`config.mk`:
```
export PLATFORM = sky130hd
export DESIGN_NAME = load_store_unit_flat
export DESIGN_NICKNAME = d
export VERILOG_FILES = /design/src/rtl/load_store_unit_if.sv /design/src/rtl/load_store_unit.sv /design/src/flat_wrapper.sv
export SDC_FILE = /design/constraint.sdc
export NUM_CORES = 1
export LEC_CHECK = 0
export CAP_MARGIN = 20
export CORE_ASPECT_RATIO = 1.1
export CORE_MARGIN = 2
export CORE_UTILIZATION = 42
export DETAILED_ROUTE_END_ITERATION = 10
export PLACE_DENSITY_LB_ADDON = 0.08
export SETUP_SLACK_MARGIN = 0.2
export SLEW_MARGIN = 20
export SYNTH_ARGS = -nofsm -noshare
export SYNTH_HDL_FRONTEND = slang
export SYNTH_SLANG_ARGS = --single-unit
```
`constraint.sdc`:
```
create_clock -name clock -period 2.5 [get_ports clock]
set_input_delay 0.5 -clock clock [delete_from_list [all_inputs] [get_ports clock]]
set_output_delay 0.5 -clock clock [all_outputs]
set_load 0.02 [all_outputs]
```
`src/rtl/load_store_unit_if.sv`:
```
// Core-side request/response and word-memory signals of the load/store unit.
interface load_store_unit_if;
  logic        req;
  logic [3:0]  op;
  logic [31:0] addr;
  logic [31:0] store_data;
  logic [31:0] load_data;
  logic        done;
  logic        stall;
  logic [1:0]  err;
  logic [31:0] mem_address;
  logic [31:0] mem_write_data;
  logic [31:0] mem_read_data;
  logic        mem_flag_write;
  logic        mem_flag_read;

  modport slave (
    input  req, op, addr, store_data, mem_read_data,
    output load_data, done, stall, err,
           mem_address, mem_write_data, mem_flag_write, mem_flag_read
  );

  modport master (
    output req, op, addr, store_data, mem_read_data,
    input  load_data, done, stall, err,
           mem_address, mem_write_data, mem_flag_write, mem_flag_read
  );
endinterface

```
`src/rtl/load_store_unit.sv`:
```
// Byte/half/word load-store to a word memory; SB/SH via read-modify-write.
// done after 1 (error), 2 (LW/LB/LH/SW) or 3 (SB/SH) cycles; stalls the core meanwhile.
module load_store_unit #(
  parameter int MEM_WORDS = 32
) (
  input logic              clock,
  input logic              reset,
  load_store_unit_if.slave bus
);

  localparam logic [3:0] OP_LB = 4'd0, OP_LH = 4'd1, OP_LW = 4'd2, OP_LBU = 4'd4,
                         OP_LHU = 4'd5, OP_SB = 4'd8, OP_SH = 4'd9, OP_SW = 4'd10;
  localparam logic [31:0] MEM_WORDS_W = MEM_WORDS;

  typedef enum logic [2:0] {IDLE, LD_RD, ST_WR, RMW_RD, RMW_WR, DONE} state_t;

  // Only the fields still needed after acceptance are kept.
  typedef struct packed {
    logic [3:0]  op;
    logic [1:0]  lane;
    logic [15:0] sd;
  } acc_t;

  state_t      state, next_state;
  acc_t        acc;
  logic        accept, is_load, is_store, is_half, is_word;
  logic [1:0]  chk_err, err_q, err_nxt;
  logic [7:0]  rd_byte;
  logic [15:0] rd_half;
  logic [31:0] load_q, load_nxt, wdata_q, wdata_nxt, maddr_q, maddr_nxt, merged;
  logic        done_q, done_nxt, rd_q, rd_nxt, wr_q, wr_nxt;

  assign accept = (state == IDLE) && bus.req;

  always_comb begin
    is_load  = bus.op inside {OP_LB, OP_LH, OP_LW, OP_LBU, OP_LHU};
    is_store = bus.op inside {OP_SB, OP_SH, OP_SW};
    is_half  = bus.op inside {OP_LH, OP_LHU, OP_SH};
    is_word  = bus.op inside {OP_LW, OP_SW};
    chk_err  = 2'b00;
    if (!(is_load || is_store))
      chk_err = 2'b11;
    else if ((is_half && bus.addr[0]) || (is_word && (bus.addr[1:0] != 2'b00)))
      chk_err = 2'b01;
    else if ({2'b00, bus.addr[31:2]} >= MEM_WORDS_W)
      chk_err = 2'b10;
  end

  always_ff @(posedge clock) begin
    if (reset) begin
      state   <= IDLE;
      acc     <= '0;
      load_q  <= '0;
      wdata_q <= '0;
      maddr_q <= '0;
      err_q   <= 2'b00;
      done_q  <= 1'b0;
      rd_q    <= 1'b0;
      wr_q    <= 1'b0;
    end else begin
      state   <= next_state;
      if (accept)
        acc <= '{op: bus.op, lane: bus.addr[1:0], sd: bus.store_data[15:0]};
      load_q  <= load_nxt;
      wdata_q <= wdata_nxt;
      maddr_q <= maddr_nxt;
      err_q   <= err_nxt;
      done_q  <= done_nxt;
      rd_q    <= rd_nxt;
      wr_q    <= wr_nxt;
    end
  end

  always_comb begin
    next_state = state;
    case (state)
      IDLE: if (bus.req) begin
        if (chk_err != 2'b00)     next_state = DONE;
        else if (is_load)         next_state = LD_RD;
        else if (bus.op == OP_SW) next_state = ST_WR;
        else                      next_state = RMW_RD;
      end
      LD_RD:   next_state = DONE;
      ST_WR:   next_state = DONE;
      RMW_RD:  next_state = RMW_WR;
      RMW_WR:  next_state = DONE;
      DONE:    next_state = IDLE;
      default: next_state = IDLE;
    endcase
  end

  // Output registers are loaded from next-cycle values so every mem_* pin is a flop.
  always_comb begin
    rd_byte   = bus.mem_read_data[{acc.lane, 3'b000} +: 8];
    rd_half   = bus.mem_read_data[{acc.lane[1], 4'b0000} +: 16];
    merged    = bus.mem_read_data;
    if (acc.op == OP_SB)
      merged[{acc.lane, 3'b000} +: 8] = acc.sd[7:0];
    else
      merged[{acc.lane[1], 4'b0000} +: 16] = acc.sd;

    load_nxt  = load_q;
    if (state == LD_RD) begin
      case (acc.op)
        OP_LB:   load_nxt = {{24{rd_byte[7]}}, rd_byte};
        OP_LBU:  load_nxt = {24'h0, rd_byte};
        OP_LH:   load_nxt = {{16{rd_half[15]}}, rd_half};
        OP_LHU:  load_nxt = {16'h0, rd_half};
        default: load_nxt = bus.mem_read_data;
      endcase
    end

    wdata_nxt = wdata_q;
    if (accept && next_state == ST_WR) wdata_nxt = bus.store_data;
    else if (state == RMW_RD)          wdata_nxt = merged;

    maddr_nxt = accept ? {2'b00, bus.addr[31:2]} : maddr_q;
    err_nxt   = accept ? chk_err : err_q;
    done_nxt  = (next_state == DONE);
    rd_nxt    = (next_state == LD_RD) || (next_state == RMW_RD);
    wr_nxt    = (next_state == ST_WR) || (next_state == RMW_WR);
  end

  assign bus.load_data      = load_q;
  assign bus.done           = done_q;
  assign bus.stall          = bus.req & ~done_q;
  assign bus.err            = err_q;
  assign bus.mem_address    = maddr_q;
  assign bus.mem_write_data = wdata_q;
  assign bus.mem_flag_read  = rd_q;
  assign bus.mem_flag_write = wr_q;

endmodule

```
`src/flat_wrapper.sv`:
```
// flat-port wrapper written by rule: the top's interface ports become plain ports
module load_store_unit_flat 
#(
  parameter int MEM_WORDS = 32
)
  (clock, reset, bus_req, bus_op, bus_addr, bus_store_data, bus_mem_read_data, bus_load_data, bus_done, bus_stall, bus_err, bus_mem_address, bus_mem_write_data, bus_mem_flag_write, bus_mem_flag_read);
  load_store_unit_if bus_i ();
  input logic clock;
  input logic reset;
  input wire logic [$bits(bus_i.req)-1:0] bus_req;
  input wire logic [$bits(bus_i.op)-1:0] bus_op;
  input wire logic [$bits(bus_i.addr)-1:0] bus_addr;
  input wire logic [$bits(bus_i.store_data)-1:0] bus_store_data;
  input wire logic [$bits(bus_i.mem_read_data)-1:0] bus_mem_read_data;
  output wire logic [$bits(bus_i.load_data)-1:0] bus_load_data;
  output wire logic [$bits(bus_i.done)-1:0] bus_done;
  output wire logic [$bits(bus_i.stall)-1:0] bus_stall;
  output wire logic [$bits(bus_i.err)-1:0] bus_err;
  output wire logic [$bits(bus_i.mem_address)-1:0] bus_mem_address;
  output wire logic [$bits(bus_i.mem_write_data)-1:0] bus_mem_write_data;
  output wire logic [$bits(bus_i.mem_flag_write)-1:0] bus_mem_flag_write;
  output wire logic [$bits(bus_i.mem_flag_read)-1:0] bus_mem_flag_read;
  assign bus_i.req = bus_req;
  assign bus_i.op = bus_op;
  assign bus_i.addr = bus_addr;
  assign bus_i.store_data = bus_store_data;
  assign bus_i.mem_read_data = bus_mem_read_data;
  assign bus_load_data = bus_i.load_data;
  assign bus_done = bus_i.done;
  assign bus_stall = bus_i.stall;
  assign bus_err = bus_i.err;
  assign bus_mem_address = bus_i.mem_address;
  assign bus_mem_write_data = bus_i.mem_write_data;
  assign bus_mem_flag_write = bus_i.mem_flag_write;
  assign bus_mem_flag_read = bus_i.mem_flag_read;
  load_store_unit #(.MEM_WORDS(MEM_WORDS)) u_core (.clock(clock), .reset(reset), .bus(bus_i));
endmodule
```
# Word level (Yosys, flattened, before mapping)
# Cells that the tools add are included.
[word_totals]
reg_bits = 124
latch_bits = 0
mem_bits_rw = 0
romBits = 0
in_bits = 103
output_inout_bits = 102
word_cells = 75
memories = 0
[classes]
addsub = 2
mul = 0
div_mod_pow = 0
n_lt_le_gt_ge = 1
eq_ne = 20
n_shift = 6
mux = 14
bitwise_logic = 2
reduce_logical = 19
[ops]
columns = ["operator", "n"]
rows = [
  ["$pmux W32 S4", 1],
  ["$mux W32", 3],
  ["$bwmux W32", 2],
  ["$shift A16 B7 Y32 const A", 1],
  ["$shift A8 B7 Y32 const A", 1],
  ["$shiftx A16 B7 Y32", 1],
  ["$shiftx A32 B6 Y16", 1],
  ["$shiftx A32 B6 Y8", 1],
  ["$shiftx A8 B7 Y32", 1],
  ["$ge A30 B6 Y1 const B", 1],
  ["$eq A4 B3 Y1 const B", 4],
  ["$eq A4 B4 Y1 const B", 4],
  ["$neg A5 Y7", 2],
  ["$eq A3 B2 Y1 const B", 4],
  ["$eq A3 B3 Y1 const B", 3],
  ["$mux W3", 3],
  ["$pmux W3 S3", 1],
  ["$eq A4 B1 Y1 const B", 2],
  ["$logic_not A4 Y1", 2],
  ["$reduce_bool A2 Y1", 4],
  ["$eq A3 B1 Y1 const B", 2],
  ["$mux W2", 3],
  ["$reduce_bool A3 Y1", 2],
  ["$reduce_bool A5 Y1", 1],
  ["8 further kinds", 14],
]

# Longest topological paths before layout
[logic_depth]
depth_word = 13
depth_mapped = 10
mapped_depth_nobuf = 7

# Worst setup path before layout
# OpenSTA, ideal clock, no wires.
[synth_path]
path_type = "register to register"
from = "reg u_core.acc[17] (netlist bit)"
to = "reg u_core.wdata_q[26], in the netlist u_core.bus.mem_write_data[26]"
setup_time_ps = 72
arrival_time_ps = 2329
required_time_ps = 2428
slack_ps = 98
stages_incl_launch_ff = 11
n_path_buf = 3
synth_period_minus_slack_ps = 2402
cell_sequence = "dfxtp_1 > buf_2 > inv_1 > clkbuf_1 > ha_1 > nor4bb_1 > clkbuf_1 > and3_1 > a211oi_1 > or3_1 > a21oi_1"
[synth_between]
elab_chain_cells = 6
elab_cells_between_ends = 11
cone_classes = "2 x add/sub; 4 x shift; 5 x mux"
[synth_rtl]
columns = ["item", "line", "source"]
rows = [
  ["start, declared", "load_store_unit.sv:25", "acc_t acc;"],
  ["start signal, assigned", "load_store_unit.sv:63", "acc <= '{op: bus.op, lane: bus.addr[1:0], sd: bus.store_data[15:0]};"],
  ["$neg A5 Y7 (on tied branches)", "load_store_unit.sv:100, load_store_unit.sv:98", ""],
  ["$shiftx A16 B7 Y32, or another cell as far along", "load_store_unit.sv:100", "merged[{acc.lane[1], 4'b0000} +: 16] = acc.sd;"],
  ["$bwmux W32 (on tied branches)", "load_store_unit.sv:100, load_store_unit.sv:98", ""],
  ["$mux W32 *", "load_store_unit.sv:97", "if (acc.op == OP_SB)"],
  ["$mux W32 *", "load_store_unit.sv:115", "else if (state == RMW_RD) wdata_nxt = merged;"],
  ["$mux W32 *", "load_store_unit.sv:114", "if (accept && next_state == ST_WR) wdata_nxt = bus.store_data;"],
  ["end signal, assigned", "load_store_unit.sv:65", "wdata_q <= wdata_nxt;"],
  ["end, declared", "load_store_unit.sv:30", "logic [31:0] load_q, load_nxt, wdata_q, wdata_nxt, maddr_q, maddr_nxt, merged;"],
]
# Mark *: on every way between the ends. The rest lies on a longest branch, timed or not. The select of a mux whose other input is x is not followed.
# A chain may end at the register's enable or synchronous reset.

# Worst setup path in the final report
[layout_path]
from = "in bus_addr[12]"
to = "reg u_core.wr_q, in the netlist u_core.bus.mem_flag_write"
[layout_between]
elab_chain_cells = 10
elab_cells_between_ends = 11
cone_classes = "1 x order compare; 2 x eq/ne; 6 x mux; 2 x reduce/logical"
[layout_rtl]
columns = ["item", "line", "source"]
rows = [
  ["start, declared", "flat_wrapper.sv:12", "input wire logic [$bits(bus_i.addr)-1:0] bus_addr;"],
  ["$ge A30 B6 Y1 *", "load_store_unit.sv:45", "else if ({2'b00, bus.addr[31:2]} >= MEM_WORDS_W)"],
  ["$mux W2 *", "load_store_unit.sv:45", ""],
  ["$mux W2 *", "load_store_unit.sv:43", "else if ((is_half && bus.addr[0]) || (is_word && (bus.addr[1:0] != 2'b00)))"],
  ["$mux W2 *", "load_store_unit.sv:41", "if (!(is_load || is_store))"],
  ["$reduce_bool A2 Y1 *", "load_store_unit.sv:78", "if (chk_err != 2'b00) next_state = DONE;"],
  ["$mux W3 *", "load_store_unit.sv:78", ""],
  ["$mux W3 *", "load_store_unit.sv:77", "IDLE: if (bus.req) begin"],
  ["$pmux W3 S3 *", "load_store_unit.sv:76", "case (state)"],
  ["$eq A3 B2 Y1 or $eq A3 B3 Y1 (tied branches)", "load_store_unit.sv:121", "wr_nxt = (next_state == ST_WR) || (next_state == RMW_WR);"],
  ["$logic_or A1 B1 Y1 *", "load_store_unit.sv:121", ""],
  ["end signal, assigned", "load_store_unit.sv:70", "wr_q <= wr_nxt;"],
  ["end, declared", "load_store_unit.sv:31", "logic done_q, done_nxt, rd_q, rd_nxt, wr_q, wr_nxt;"],
]
# Mark *: on every way between the ends. The rest lies on a longest branch, timed or not.

==> impl_metrics.csv <==
group,metric,value,unit
status,outcome,"finished clean",
drt,first_pass_iters,5,
finish,drive_above_1_share,10.5,%
clock_tree,cts_tree,"done",
floorplan,io_pins,205,
job,cap_violations,0,
pwr,p_total,0.00599,W
clock_tree,htreeDepth,4,
finish,final_util,65.3,%
placement,routabilityCongestion,0.905,
finish,syn2layout_area_growth,51.1,%
critical_path,crit_type,"input port to flip-flop",
logic_synthesis,ys_ff_latch,124,
timing,rsz0062_at_grt,"yes",
finish,instances_no_fill,1159,
logic_synthesis,synthCells,749,
timing,hold_slack,0.450,ns
global_route,grtUsageMet1,33.7,%
clock_tree,clkSinkCount,124,
global_route,grtUsageMet2,48.3,%
logic_synthesis,ys_top_cells_by_count,"nand2_1 (163), dfxtp_1 (124), a21oi_1 (100)",
logic_synthesis,synth_top_area_share,41.3,%
critical_path,arrival,2.47,ns
drt,vias,6576,
clock_tree,clk_latency,0.42,ns
clock_tree,clk_path_buf_depth,2,
timing,fmax,459,MHz
drt,wl_per_cell,18.4,um
pwr,total_leakage_power,3.17,nW
pwr,p_per_area,660,nW/um^2
clock_tree,clock-root-buffer,"clkbuf_16",
critical_path,cp_max_fo,4,
logic_synthesis,synth.distinct_cells,59,
floorplan,die_area,15300,um^2
global_route,grt_start_max_net_pins,55,
global_route,grt.busiest_layer,"met2",
finish,fin_nets,1066,
placement,dp.final_hpwl,16000,um
floorplan,num_rows,45,
logic_synthesis,synthTopCellsByArea,"dfxtp_1 (41%), nand2_1 (10%), a21oi_1 (8.3%), mux2i_1 (4.7%), a211oi_1 (3.5%)",
clock_tree,clkSlewWorstSetupHoldPaths,0.05,ns
critical_path,crit_path_start_kind,"input port",
logic_synthesis,synth_area_leader_cell,"dfxtp_1",
drt,dr.first_iter.drc_count,504,
worst_hold_path,hold_class,"flip-flop to flip-flop",
placement,port_buffers,202,
global_route,grt-ovfl-total,0,
timing,relSlewSlack,58.8,%
timing,hold_viol_final,0,
logic_synthesis,yosysWarnings,0,
placement,post-place-cells,1127,
global_route,grt_pass1_vias,6430,
global_route,grt_usage,27.9,%
drt,viasPerCell,5.67,
logic_synthesis,avgSynthCellArea,8.03,um^2
timing,drv_slew,0,
clock_tree,cts_made_buffers,17,
placement,dp_slack,-0.134,ns
timing,fin_crit_sh,87.1,%
floorplan,die_h,130,um
timing,tightest_slew,0.618,ns
timing,setup_violations,0,
logic_synthesis,seq_area_frac_synth,41.3,%
finish,fillers,1225,
floorplan,die_x,118,um
critical_path,required,2.79,ns
global_route,grtUsageMet3,8.32,%
logic_synthesis,yosysMostFrequentCell,"nand2_1",
global_route,grt_pass1_wl,33400,um
logic_synthesis,synthArstFlopShare,0,%
logic_synthesis,synthFlopType,"dfxtp_1",
timing,finalCriticalPeriod,2.18,ns
finish,antenna_cells,0,
pwr,vdd_ir_drop_max,0.430,mV
clock_tree,postCtsSetupBuffers,0,
drt,ant_nets,0,
floorplan,start_util,43.2,%
floorplan,core-area,13900,um^2
logic_synthesis,synth_edf_count,0,
critical_path,cp-end-kind,"flip-flop",
timing,layout_setup_ws,0.322,ns
drt,drc_errors,0,
timing,skew,0.00458,ns
logic_synthesis,syn-cell-area,6010,um^2
global_route,antenna_found_initial,0,
drt,routed_wl,21300,um
## through the flow
stage               cell area, um^2  TNS [ns]
floorplan                      6020         0
global placement               8460     -1.10
detailed placement             8460     -2.74
CTS                            9070         0
global route                   9080         0
finish                         9080         0
## worst max-delay path, cell delays in order
cell             delay (ns)
clkdlybuf4s50_1        0.42
nor4_1                 0.34
nand4_1                0.19
buf_4                  0.20
o31ai_1                0.31
buf_4                  0.17
inv_1                  0.04
a2111oi_0              0.30
## final cells by class
cell class                      count  area (um^2)  share of cell area [%]
Inverter                           14         52.6                   0.578
Clock inverter                     11          141                    1.56
Multi-Input combinational cell    551         3270                    36.0
Tap cell                          188          235                    2.59
Clock buffer                       21          460                    5.07
Timing Repair Buffer              250         2440                    26.9
Sequential cell                   124         2490                    27.4
## power by group
group          switching [W]  internal (W)  total [W]
registers          0.0000997       0.00211    0.00221
clock network       0.000894       0.00161    0.00251
logic               0.000681      0.000589    0.00127
total                0.00168       0.00432    0.00599
## cells by family (layout without fill, tap and decap cells)
logic type	Yosys count	count (layout)	share of synthesized area, %
compound gates	234	234	25.9
buf+inv	75	296	5.14
simple gates	280	280	21.4
other cells	1	2	0.0623
mux	29	29	5.03
flops	124	124	41.3
fa+ha+maj	6	6	1.21
## cell usage in the layout, fill, tap and decap left out, types with 15 or more instances in the layout
| cell type | netlist | routed |
|---|---|---|
| clkdlybuf4s50_1 | 0 | 200 |
| nand2_1 | 163 | 163 |
| dfxtp_1 | 124 | 123 |
| a21oi_1 | 100 | 100 |
| buf_4 | 2 | 44 |
| nor2_1 | 35 | 35 |
| nand3_1 | 32 | 32 |
| a211oi_1 | 28 | 28 |
| mux2i_1 | 28 | 27 |
| a22oi_1 | 18 | 18 |
| clkbuf_16 | 0 | 17 |
| a221oi_1 | 15 | 15 |
## repair_timing
action	in CTS	in global routing
endpoints found under the setup margin	7	16
hold buffers	0	0
resized for setup	2	3
## sequential cells by signal, summed over array words and instances, names as in the netlist
signal and count:
u_core.acc 22, u_core.bus.done 1, u_core.bus.err 2, u_core.bus.load_data 32, u_core.bus.mem_address 30, u_core.bus.mem_flag_read 1
u_core.bus.mem_flag_write 1, u_core.bus.mem_write_data 32, u_core.state 3
## path summary, 6_finish.rpt
check | from | cells past startpoint | slack (ns) | end
worst max-delay path | bus_addr[12] | 8 | 0.32 | u_core.bus.mem_flag_write
worst min-delay path | u_core.bus.mem_address[8] | 2 | 0.45 | u_core.bus.mem_address[8]
worst max register to register | u_core.acc[17] | 8 | 0.34 | u_core.bus.mem_write_data[30]
worst min register to register | u_core.bus.mem_address[8] | 2 | 0.45 | u_core.bus.mem_address[8]
## metal layers
layer | wire length, um | part of all wire, %
met1 | 8830 | 41
met2 | 10500 | 49
met3 | 1620 | 7.6
met4 | 416 | 1.9
met5 | 0 | 0
No activity file was read; power rests on OpenSTA's default activity.
